===== config.mk =====
export PLATFORM = sky130hd
export DESIGN_NAME = fitness_evaluator
export DESIGN_NICKNAME = d
export VERILOG_FILES = /design/src/rtl/fitness_evaluator_pkg.sv /design/src/rtl/fitness_popcount.sv /design/src/rtl/fitness_evaluator.sv
export SDC_FILE = /design/constraint.sdc
export NUM_CORES = 1
export LEC_CHECK = 0
export CAP_MARGIN = 20
export CORE_MARGIN = 1.5
export CORE_UTILIZATION = 51
export CTS_BUF_LIST = sky130_fd_sc_hd__clkbuf_8
export DETAILED_ROUTE_END_ITERATION = 16
export PLACE_DENSITY = 0.68
export SYNTH_ARGS = -nofsm -noshare
export SYNTH_HDL_FRONTEND = slang
export SYNTH_SLANG_ARGS = --single-unit

===== constraint.sdc =====
create_clock -name clk -period 4.4 [get_ports clk]
set_clock_uncertainty 0.1 [all_clocks]
set_input_delay 1.32 -clock clk [delete_from_list [all_inputs] [get_ports clk]]
set_output_delay 1.32 -clock clk [all_outputs]
set_load 0.05 [all_outputs]

===== src/rtl/fitness_evaluator_pkg.sv =====
// Shared types and default sizes for the fitness evaluator.
// Build option: FITNESS_SATURATE_EN selects saturating (vs wrapping) accumulation.
package fitness_evaluator_pkg;
    localparam int SCORE_W                 = 16;
    localparam int NETWORKS_PER_POPULATION = 16;
    localparam int NET_IDX_W               = 4;

    typedef enum logic [1:0] {
        IDLE  = 2'd0,
        RUN   = 2'd1,
        FINAL = 2'd2,
        DONE  = 2'd3
    } fe_state_t;
endpackage


===== src/rtl/fitness_popcount.sv =====
// Counts how many network output bits match their target bits.
module fitness_popcount #(
    parameter int OUTPUT_COUNT = 1,
    parameter int INC_W        = 1
) (
    input  logic [OUTPUT_COUNT-1:0] nout,
    input  logic [OUTPUT_COUNT-1:0] target,
    output logic [INC_W-1:0]        count
);
    always_comb begin
        count = '0;
        for (int i = 0; i < OUTPUT_COUNT; i++)
            count = count + INC_W'(~(nout[i] ^ target[i]));
    end
endmodule


===== src/rtl/fitness_evaluator.sv =====
// Scores each network of a population by counting matching output bits, keeps a
// per-network score table and tracks the best network. Build option: FITNESS_SATURATE_EN.
module fitness_evaluator
    import fitness_evaluator_pkg::*;
#(
    parameter int OUTPUT_COUNT            = 1,
    parameter int NETWORKS_PER_POPULATION = fitness_evaluator_pkg::NETWORKS_PER_POPULATION,
    parameter int SCORE_W                 = fitness_evaluator_pkg::SCORE_W
) (
    input  logic                    clk,
    input  logic                    rst_n,
    input  logic [1:0]              networkState,
    input  logic [NET_IDX_W-1:0]    activeNetwork,
    input  logic                    networkFinished,
    input  logic                    sampleEn,
    input  logic [OUTPUT_COUNT-1:0] nout,
    input  logic [OUTPUT_COUNT-1:0] target,
    input  logic [NET_IDX_W-1:0]    rdIndex,
    output logic [SCORE_W-1:0]      rdScore,
    output logic [NET_IDX_W-1:0]    bestNetwork,
    output logic [SCORE_W-1:0]      bestScore,
    output logic                    scoresValid,
    output logic                    scoreOverflow
);
    localparam int INC_W = $clog2(OUTPUT_COUNT + 1);
    localparam logic [NET_IDX_W:0] NPOP = (NET_IDX_W + 1)'(NETWORKS_PER_POPULATION);

    fe_state_t            state;
    logic [SCORE_W-1:0]   acc;
    logic [NET_IDX_W-1:0] prev_net;
    logic [SCORE_W-1:0]   score_tbl [NETWORKS_PER_POPULATION];

    logic [INC_W-1:0]     match_cnt;
    logic [SCORE_W-1:0]   inc;
    logic [SCORE_W:0]     sum;
    logic [SCORE_W-1:0]   acc_next;
    logic                 running;
    logic                 commit;

    fitness_popcount #(.OUTPUT_COUNT(OUTPUT_COUNT), .INC_W(INC_W)) u_popcount (
        .nout   (nout),
        .target (target),
        .count  (match_cnt)
    );

    assign inc = sampleEn ? SCORE_W'(match_cnt) : '0;
    assign sum = {1'b0, acc} + {1'b0, inc};

`ifdef FITNESS_SATURATE_EN
    assign acc_next = sum[SCORE_W] ? '1 : sum[SCORE_W-1:0];
`else
    assign acc_next = sum[SCORE_W-1:0];
`endif

    // A network's score is committed when the loader moves on or signals the end.
    assign running = (state == RUN) && (networkState == 2'd1);
    assign commit  = running && (networkFinished || (activeNetwork != prev_net))
                     && ({1'b0, prev_net} < NPOP);

    always_ff @(posedge clk or negedge rst_n) begin
        if (!rst_n) begin
            state         <= IDLE;
            acc           <= '0;
            prev_net      <= '0;
            rdScore       <= '0;
            bestNetwork   <= '0;
            bestScore     <= '0;
            scoresValid   <= 1'b0;
            scoreOverflow <= 1'b0;
            for (int i = 0; i < NETWORKS_PER_POPULATION; i++) score_tbl[i] <= '0;
        end else begin
            rdScore <= ({1'b0, rdIndex} < NPOP) ? score_tbl[rdIndex] : '0;
            case (state)
                IDLE: if (networkState == 2'd1) begin
                    for (int i = 0; i < NETWORKS_PER_POPULATION; i++) score_tbl[i] <= '0;
                    acc           <= '0;
                    bestScore     <= '0;
                    bestNetwork   <= '0;
                    scoresValid   <= 1'b0;
                    scoreOverflow <= 1'b0;
                    prev_net      <= activeNetwork;
                    state         <= RUN;
                end
                RUN: begin
                    if (networkState != 2'd1) begin
                        state <= IDLE;
                    end else if (networkFinished) begin
                        acc   <= '0;
                        state <= FINAL;
                    end else if (activeNetwork != prev_net) begin
                        // The sample on a switch cycle belongs to the incoming network.
                        prev_net <= activeNetwork;
                        acc      <= inc;
                    end else begin
                        acc <= acc_next;
                        if (sum[SCORE_W]) scoreOverflow <= 1'b1;
                    end
                end
                FINAL: begin
                    if (networkState != 2'd1) begin
                        state <= IDLE;
                    end else begin
                        scoresValid <= 1'b1;
                        state       <= DONE;
                    end
                end
                DONE: if (networkState != 2'd1) state <= IDLE;
                default: state <= IDLE;
            endcase
            if (commit) begin
                score_tbl[prev_net] <= acc;
                if (acc > bestScore) begin
                    bestScore   <= acc;
                    bestNetwork <= prev_net;
                end
            end
        end
    end
endmodule


=== Word-level counts from Yosys, hierarchy flattened ===
Cells that the tools add are included.

* Bits in registers: 316
* Input bits: 16
* Output and inout bits: 38
* Logic and storage cells: 102

* Add/sub/neg operators: 1
* Magnitude comparators: 4
* Eq/ne operators: 15
* Mux-type cells: 42
* Bitwise operators: 4
* Reduce and logical (&&, ||, !) cells: 12

{| class="wikitable"
|+ Operator list
! operator !! count
|-
| $mux W256 || 3
|-
| $bwmux W256 || 1
|-
| $mux W16 || 11
|-
| $bmux W16 S4 || 1
|-
| $demux W16 S4 || 1
|-
| $mux W4 || 8
|-
| $pmux W16 S2 || 1
|-
| $add A16 B1 Y17 || 1
|-
| $gt A16 B16 Y1 || 1
|-
| $ne A2 B2 Y1 const B || 7
|-
| $ge A5 B5 Y1 const B || 2
|-
| $mux W2 || 5
|-
| $not A4 Y5 || 2
|-
| $reduce_and A3 Y1 || 3
|-
| $pmux W2 S4 || 1
|-
| $pmux W4 S2 || 1
|-
| $mux W1 || 7
|-
| $reduce_and A6 Y1 || 1
|-
| $lt A5 B1 Y1 const B || 1
|-
| $reduce_and A5 Y1 || 1
|-
| $eq A2 B1 Y1 const B || 2
|-
| $eq A2 B2 Y1 const B || 2
|-
| $ne A2 B1 Y1 const B || 2
|-
| $ne A4 B4 Y1 || 1
|-
| other kinds (8) || 12
|}

=== Depth between registers and ports, before layout ===
Gate-level depths: netlist (run 1).

* Depth after elaboration: 9
* Gate-level depth with buffers: 10
* Depth with buffers taken out: 10

=== Hierarchy ===
Synthesis (run 1) repeated with hierarchy kept, for this count alone.

* Cells, all modules: 1,532
* Area, all modules: 15,344.7 um^2

{| class="wikitable"
|+ Modules (own cells, without submodules)
! module !! times used !! cells each !! area each (um^2) !! seq. area each (um^2)
|-
| fitness_evaluator || 1 || 1,531 || 15,336.0 || 7,907.6
|-
| fitness_popcount || 1 || 1 || 8.8 || 0.0
|}

=== Worst setup path before layout (run 1) ===
OpenSTA, ideal clock, no wires.

* Path type: input to register
* From: input rdIndex[0]
* To: register rdScore[0]
* Library setup time: 0.138 ns
* Arrival time: 2.982 ns
* Required time: 4.162 ns
* Path slack: 1.180 ns
* Cell stages on the path: 4
* Buffers on the path: 2
* Cells stage by stage: clkbuf_1 buf_2 mux4_2 mux4_2

* Word-level cells in the longest chain between the ends: 4

{| class="wikitable"
|+ RTL lines
! item !! line !! source
|-
| start, declared || fitness_evaluator.sv:18 || <nowiki>input logic [NET_IDX_W-1:0] rdIndex,</nowiki>
|-
| $not A4 Y5 (not written as such) || fitness_evaluator.sv:72 || <nowiki>rdScore <= ({1'b0, rdIndex} < NPOP) ? score_tbl[rdIndex] : '0;</nowiki>
|-
| $bmux W16 S4 || fitness_evaluator.sv:72 ||
|-
| $mux W16 (not written as such) (2 in a row) || fitness_evaluator.sv:72 ||
|-
| end signal, assigned || fitness_evaluator.sv:72 ||
|-
| end, declared || fitness_evaluator.sv:19 || <nowiki>output logic [SCORE_W-1:0] rdScore,</nowiki>
|}

No other way between the ends. The select of a mux whose other input is x is not followed.
A chain may end at the register's enable or synchronous reset.

=== Worst setup path after layout (run 1) ===
* From: input activeNetwork[0]
* To: register score_tbl[110] (netlist bit)

* Word-level cells in the longest chain between the ends: 4

{| class="wikitable"
|+ RTL lines
! item !! line !! source
|-
| start, declared || fitness_evaluator.sv:13 || <nowiki>input logic [NET_IDX_W-1:0] activeNetwork,</nowiki>
|-
| $ne A4 B4 Y1 || fitness_evaluator.sv:57 || <nowiki>assign commit = running && (networkFinished || (activeNetwork != prev_net))</nowiki>
|-
| $logic_or A1 B1 Y1 || fitness_evaluator.sv:57 ||
|-
| $logic_and A1 B1 Y1 || fitness_evaluator.sv:57 ||
|-
| $mux W256 || fitness_evaluator.sv:110 || <nowiki>if (commit) begin</nowiki>
|-
| end signal, assigned by index || fitness_evaluator.sv:111 || <nowiki>score_tbl[prev_net] <= acc;</nowiki>
|-
| end, declared || fitness_evaluator.sv:31 || <nowiki>logic [SCORE_W-1:0] score_tbl [NETWORKS_PER_POPULATION];</nowiki>
|}

No other way between the ends.

==> results of run 1 <==
where the power goes:
group          switching [mW]  internal, mW  leakage (nW)
registers              0.0272          2.92          4.41
logic                   0.214        0.0876          2.17
clock network            1.20          1.39         0.618
total                    1.44          4.39          7.20
kinds of logic after synthesis:
logic type | after synthesis | synth area share, %
simple gates | 518 | 15.5
compound gates | 323 | 11.6
flops | 316 | 53.5
buf+inv | 166 | 4.85
mux | 85 | 12.6
fa+ha+maj | 18 | 1.52
xor+xnor | 6 | 0.356
Yosys cell counts (3+ instances only):
cell type | number | area, um^2
a21oi_1 | 15 | 75.1
a22o_1 | 15 | 131
a31oi_1 | 3 | 18.8
and2_1 | 3 | 18.8
and3_1 | 3 | 18.8
and4_1 | 4 | 35.0
buf_1 | 8 | 30.0
buf_2 | 39 | 195
buf_6 | 5 | 56.3
clkbuf_1 | 79 | 297
dfrtp_1 | 316 | 7910
ha_1 | 18 | 225
inv_1 | 33 | 124
mux2_2 | 4 | 45.0
mux4_2 | 80 | 1800
nand2_1 | 342 | 1280
nand2b_1 | 7 | 43.8
nand3_1 | 116 | 581
nand4_1 | 4 | 25.0
nor2_1 | 7 | 26.3
nor3_2 | 6 | 60.1
nor4_2 | 3 | 37.5
o21ai_0 | 42 | 210
o21ai_1 | 237 | 1190
or3_1 | 12 | 75.1
xnor2_1 | 6 | 52.6
per-layer routing:
| layer | up-vias | routed length, um |
|---|---|---|
| met5 | - | 0 |
| met4 | 0 | 1240 |
| met3 | 82 | 2400 |
| met2 | 416 | 18100 |
| met1 | 5443 | 16300 |
| li1 | 5046 | - |
state kept, by name, summed over array words and instances, names as in the netlist:
| name | cells |
|---|---|
| score_tbl | 256 |
| scoreOverflow | 1 |
| rdScore | 16 |
| state | 2 |
| bestScore | 16 |
| prev_net | 4 |
| acc | 16 |
| scoresValid | 1 |
| bestNetwork | 4 |
layout make-up:
| cell class | count | area, um^2 |
|---|---|---|
| Clock buffer | 68 | 936 |
| Clock inverter | 29 | 134 |
| Fill cell | 2339 | 11900 |
| Inverter | 33 | 124 |
| Multi-Input combinational cell | 950 | 6220 |
| Sequential cell | 316 | 7910 |
| Tap cell | 384 | 480 |
| Timing Repair Buffer | 98 | 941 |
critical path: stages:
cell and delay, ns:
clkdlybuf4s50_1 0.45, xnor2_1 0.21, nand4_1 0.21, o21ai_2 0.16, buf_4 0.33, or3_1 0.44
buf_4 0.37, nand3_1 0.11, o21ai_1 0.10
placed cells by master, fill, tap and decap left out, types with 2 or more instances in the layout:
cell type / Yosys / final
nand2_1: 342 / 342
dfrtp_1: 316 / 316
o21ai_1: 237 / 237
nand3_1: 116 / 116
mux4_2: 80 / 80
clkbuf_8: 0 / 68
clkdlybuf4s50_1: 0 / 50
inv_1: 33 / 49
o21ai_0: 42 / 42
buf_4: 2 / 40
ha_1: 18 / 18
a21oi_1: 15 / 15
a22o_1: 15 / 15
or3_1: 12 / 12
clkinv_2: 0 / 10
nor2_1: 7 / 7
xnor2_1: 6 / 6
nand2b_1: 7 / 6
nor3_4: 0 / 6
buf_12: 0 / 6
nand4_1: 4 / 4
nor4_4: 1 / 4
and4_1: 4 / 4
mux2_2: 4 / 4
and2_1: 3 / 3
a31oi_1: 3 / 3
and3_1: 3 / 3
nor3_1: 2 / 2
nor4_1: 2 / 2
o22ai_1: 2 / 2
clkinvlp_4: 0 / 2
through the flow:
stage	hold WS (ns)	utilization, %	setup WS, ns	power [mW]
2_1_floorplan	0.370	-	1.18	3.15
3_3_place_gp	0.382	54.8	0.589	3.30
3_5_place_dp	0.390	54.8	0.491	3.30
4_1_cts	0.404	58.5	1.11	5.88
5_1_grt	0.422	58.5	0.929	6.04
6_report	0.400	58.5	1.09	5.83
path summary, 6_finish.rpt:
path	startpoint	end	slack, ns	cells after the start
setup reg to reg	acc[14]	bestScore[4]	1.25	7
setup / recovery	activeNetwork[0]	score_tbl[110]	1.09	9
min in group asynchronous	rst_n	score_tbl[58]	0.69	1
max in group asynchronous	rst_n	prev_net[1]	2.52	2
hold reg to reg	score_tbl[148]	score_tbl[148]	0.40	2
hold / removal	score_tbl[148]	score_tbl[148]	0.40	2
==> out/results.md, run 1 <==
| Metric | Value |
| --- | --- |
| Result of the run | finished clean |
| CTS resizes | 0 |
| Antenna diode count | 0 |
| Max-cap violation count | 0 |
| Antenna violations before repair | 0 |
| Clock input transition at the sequential cells of the worst setup and hold paths | 0.06 ns |
| Slew at the pin closest to its max-slew limit | 0.790 ns |
| Max-slew violation count | 0 |
| Critical path peak fanout | 22 |
| Post-CTS setup-driven buffer insertion count | 0 |
| Total number of H-tree levels | 2 |
| Clock latency at the later pin of the worst-skew pair | 0.58 ns |
| Data arrival time of the worst path | 3.71 ns |
| Pleak | 7.20 nW |
| Detail-routed via count per cell | 5.85 |
| Critical Setup Path Class | in2reg |
| Fin Setup TNS | 0 ns |
| Die Area | 30,000 um^2 |
| Clock buffers created by TritonCTS | 52 |
| Die Span X | 173 um |
| Share of cells above drive strength 1 | 15.4% |
| Final hold violation count | 0 |
| Routed length per instance | 20.2 um |
| Finished Layout Cells | 1,878 |
| Area growth, synth to finish | 13.4% |
| Total number of vias | 11,000 |
| Total number of nets in the final design | 1,485 |
| Vias in the first global route | 10,900 |
| Met1 track demand over resource | 36.5% |
| Hold Buf Count CTS | 0 |
| Drc violations | 0 |
| Die height | 173 um |
| Post-synthesis instance area | 14,800 um^2 |
| Met3 track demand over resource in global routing | 4.13% |
| I/O pin count | 54 |
| Count of antenna-violating nets left after detailed routing | 0 |
| Number of buffers between clock root and the deepest sink | 3 |
| Achievable Freq | 303 MHz |
| Unrepaired setup endpoints after global routing | false |
| Worst slew margin relative to its limit | 47.3% |
| Number of clock sinks | 316 |
| Dpl cell area | 15,700 um^2 |
| Root Buffer Master | clkbuf_8 |
| Number of iterations in the first detailed-routing pass | 5 |
| Most frequently used flop master after synthesis | dfrtp_1 |
| GR peak layer | met2 |
| Final Routed Wirelength | 38,000 um |
| Placer's final routability congestion estimate | 0.808 |
| Core region area | 28,600 um^2 |
| DRC violation total after the first TritonRoute iteration | 1,136 |
| Count of flip-flops with a built-in enable after synthesis | 0 |
| Sum of net half-perimeters after detailed placement | 23,500 um |
| Synthesized area per cell | 10.3 um^2 |
| Final critical-path required period | 3.31 ns |
| Part of the Yosys area used for sequential elements | 53.5% |
| Worst min-delay path category | reg2reg |
| GRT Residual Overflow | 0 |
| Fin crit share | 75.1% |
| Async set or reset register ratio after synthesis | 100% |
| Global routing met2 resource utilization | 41.8% |
| Required time of the critical path | 4.81 ns |
| Initial Util | 51.6% |
| Number of placement rows | 62 |
| Instance count of the mapped netlist | 1,432 |
| Synthesis-stage register bit count | 316 |
| CTS tree | built |
| CP Capture Type | flop |
| P per Cell Area | 348 nW/um^2 |
| Unique masters post-synth | 47 |
| Global-route usage over all layers | 26.2% |
| Type of element launching the critical path | input pin |
| Worst supply voltage drop on vdd | 0.230 mV |
| Port Buf Inserts | 53 |
| Final design instance area without fill | 16,700 um^2 |
| Pin count of the biggest net entering global routing | 112 |
| Inst Count DP | 1,781 |
| Final setup violation count | 0 |
| Count of yosys warnings during synthesis | 0 |
| Wire length of the first global-routing pass | 61,500 um |
| Number of nets in the synthesized netlist | 1,466 |
Power figures use the tool's default switching activity.
==> run 2: changes to the inputs <==
Settings changed: PLACE_DENSITY 0.68 to 0.71.
Clock period 4.4 ns to 2.9 ns, I/O delays scaled along.
==> run 2 against run 1 <==
Sequential power up 51%. First-iteration DRC count up 2.7%. Total power up 55%. Critical path depth down 8. Global-route usage up 0.78 points. Setup slack worse by 0.97 ns. Via count up 2.6%. Flip-flop and latch count unchanged. Design area up 4.2%. Critical path type is now reg2out. Largest cell class unchanged.
==> out/results.md, run 2 (synthesis gave the netlist of run 1 again) <==
| Metric | Value | Change |
| --- | --- | --- |
| Worst r2r path cells | 8 | was 7 |
| Pleak | 7.54 nW | was 7.20 nW |
| Result of the run | finished clean | unchanged |
| Max-slew violation count | 0 | unchanged |
| Final setup violation count | 0 | unchanged |
| Post-CTS setup-driven buffer insertion count | 0 | unchanged |
| Placer's final routability congestion estimate | 0.847 | was 0.808 |
| Total number of vias | 11,300 | was 11,000 |
| Number of clock sinks | 316 | unchanged |
| Final Routed Wirelength | 38,700 um | was 38,000 um |
| Type of element launching the critical path | flop | was input pin |
| P per Cell Area | 518 nW/um^2 | was 348 nW/um^2 |
| Critical Setup Path Class | reg2out | was in2reg |
| Number of placement rows | 62 | unchanged |
| Dpl cell area | 16,400 um^2 | was 15,700 um^2 |
| Slew at the pin closest to its max-slew limit | 0.543 ns | was 0.790 ns |
| Inst Count DP | 1,821 | was 1,781 |
| Detail-routed via count per cell | 5.90 | was 5.85 |
| Wire length of the first global-routing pass | 63,300 um | was 61,500 um |
| Area occupied by registers | 7910 um^2 | unchanged |
| Antenna diode count | 0 | unchanged |
| Hold Buf Count CTS | 0 | unchanged |
| Ordered cell list for the critical path | clkdlybuf4s50_1 | was clkdlybuf4s50_1 > xnor2_1 > nand4_1 > o21ai_2 > buf_4 > or3_1 > buf_4 > nand3_1 > o21ai_1 |
| Achievable Freq | 361 MHz |  |
| Sum of net half-perimeters after detailed placement | 24,700 um | was 23,500 um |
| Share of cells above drive strength 1 | 17.3% | was 15.4% |
| Final hold violation count | 0 | unchanged |
| Antenna violations before repair | 0 | unchanged |
| Most common library cell in the layout ignoring fill and taps | nand2_1 | unchanged |
| Final design instance area without fill | 17,400 um^2 | was 16,700 um^2 |
| Clock input transition at the sequential cells of the worst setup and hold paths | 0.06 ns | about the same |
| Worst supply voltage drop on vdd | 0.303 mV | was 0.230 mV |
| Unrepaired setup endpoints after global routing | false | unchanged |
| Clock latency at the later pin of the worst-skew pair | 0.59 ns | was 0.58 ns |
| Area growth, synth to finish | 18.1% | was 13.4% |
| Global-route usage over all layers | 27.0% | was 26.2% |
| Fillers | 2,274 | was 2,339 |
| GRT Residual Overflow | 0 | unchanged |
| Crit path depth | 1 | was 9 |
| Data arrival time of the worst path | 1.80 ns | was 3.71 ns |
| Pin count of the biggest net entering global routing | 80 | was 112 |
| Crit path max-delay cell type | clkdlybuf4s50_1 | unchanged |
| Vias in the first global route | 11,400 | was 10,900 |
| Required time of the critical path | 1.93 ns | was 4.81 ns |
| Finished Layout Cells | 1,911 | was 1,878 |
| Worst min-delay path category | in2async | was reg2reg |
| Kind of cell adding the most delay to the critical path | buffers and inverters | unchanged |
| Final critical-path required period | 2.77 ns |  |
| Number of buffers between clock root and the deepest sink | 3 | unchanged |
| Worst hold slack | 0.0908 ns | was 0.400 ns |
| Drc violations | 0 | unchanged |
| Number of iterations in the first detailed-routing pass | 5 | unchanged |
| I/O pin count | 54 | unchanged |
| Crit path largest cell delay | 0.83 ns | was 0.45 ns |
| CTS tree | built | unchanged |
| CTS resizes | 0 | unchanged |
| Clock buffers created by TritonCTS | 52 | unchanged |
| Commonest non-fill, non-tap cells in the layout | nand2_1, dfrtp_1, o21ai_1, nand3_1, mux4_2 | unchanged |
| CP Capture Type | output pin | was flop |
| Core region area | 28,600 um^2 | unchanged |
| Initial Util | 51.6% | unchanged |
| Port Buf Inserts | 53 | unchanged |
| Critical path buffer and inverter count | 1 | was 3 |
| Reg with most FFs | score_tbl | unchanged |
| Fin crit share | 95.6% |  |
| Critical path peak fanout | 2 | was 22 |
| DRC violation total after the first TritonRoute iteration | 1,167 | was 1,136 |
| Combined area of the multi-input logic cells | 6220 um^2 | unchanged |
| Die Span X | 173 um | unchanged |
| Die height | 173 um | unchanged |
| Routed length per instance | 20.2 um | about the same |
| Root Buffer Master | clkbuf_8 | unchanged |
| Die Area | 30,000 um^2 | unchanged |
| Count of antenna-violating nets left after detailed routing | 0 | unchanged |
| Worst slew margin relative to its limit | 63.7% | was 47.3% |
| Total number of nets in the final design | 1,525 | was 1,485 |
| Max-cap violation count | 0 | unchanged |
| Total number of H-tree levels | 2 | unchanged |
| Number of flip-flops under the largest register name | 256 | unchanged |
run 2: path summary, 6_finish.rpt:
kind / startpoint / end / slack [ns]
worst max-delay path: bestNetwork[1] / bestNetwork[1] / 0.13
worst min-delay path: rst_n / acc[2] / 0.09
worst max register to register: bestScore[14] / bestScore[8] / 0.18
worst min register to register: score_tbl[168] / score_tbl[168] / 0.40
max in group asynchronous: rst_n / score_tbl[9] / 1.78
min in group clk: score_tbl[168] / score_tbl[168] / 0.40
run 2: layout make-up:
| type | instances | share of cell area, % |
|---|---|---|
| Timing Repair Buffer | 138 | 9.27 |
| Inverter | 33 | 0.710 |
| Clock buffer | 68 | 5.37 |
| Multi-Input combinational cell | 950 | 35.7 |
| Clock inverter | 22 | 0.897 |
| Sequential cell | 316 | 45.3 |
| Tap cell | 384 | 2.75 |
run 2: per-layer routing:
metal | vias to the layer above | wire length [um] | part of all wire [%] | track usage (%)
met3 | 106 | 2680 | 6.9 | 4.24
met5 | - | 0 | 0 | 0
met1 | 5593 | 16000 | 41 | 37.7
li1 | 5132 | - | - | -
met4 | 0 | 1390 | 3.6 | 10.3
met2 | 442 | 18600 | 48 | 42.9
run 2: report_power, final:
part | leakage [nW] | switching (mW) | total, mW | internal (mW)
registers | 4.41 | 0.0173 | 4.44 | 4.42
clock network | 0.620 | 1.78 | 4.05 | 2.27
logic | 2.51 | 0.363 | 0.546 | 0.183
run 2: stage by stage:
stage / power (mW) / setup WS (ns) / util, % / setup TNS [ns]
final: 9.04 / 0.128 / 60.9 / 0
after global routing: 9.38 / 0.0188 / 60.9 / 0
after CTS: 9.13 / 0.0806 / 60.9 / 0
after detailed placement: 5.07 / -0.210 / 57.1 / -5.91
after global placement: 5.06 / -0.208 / 57.1 / -2.96
after floorplan: 4.78 / 0.0844 / - / 0
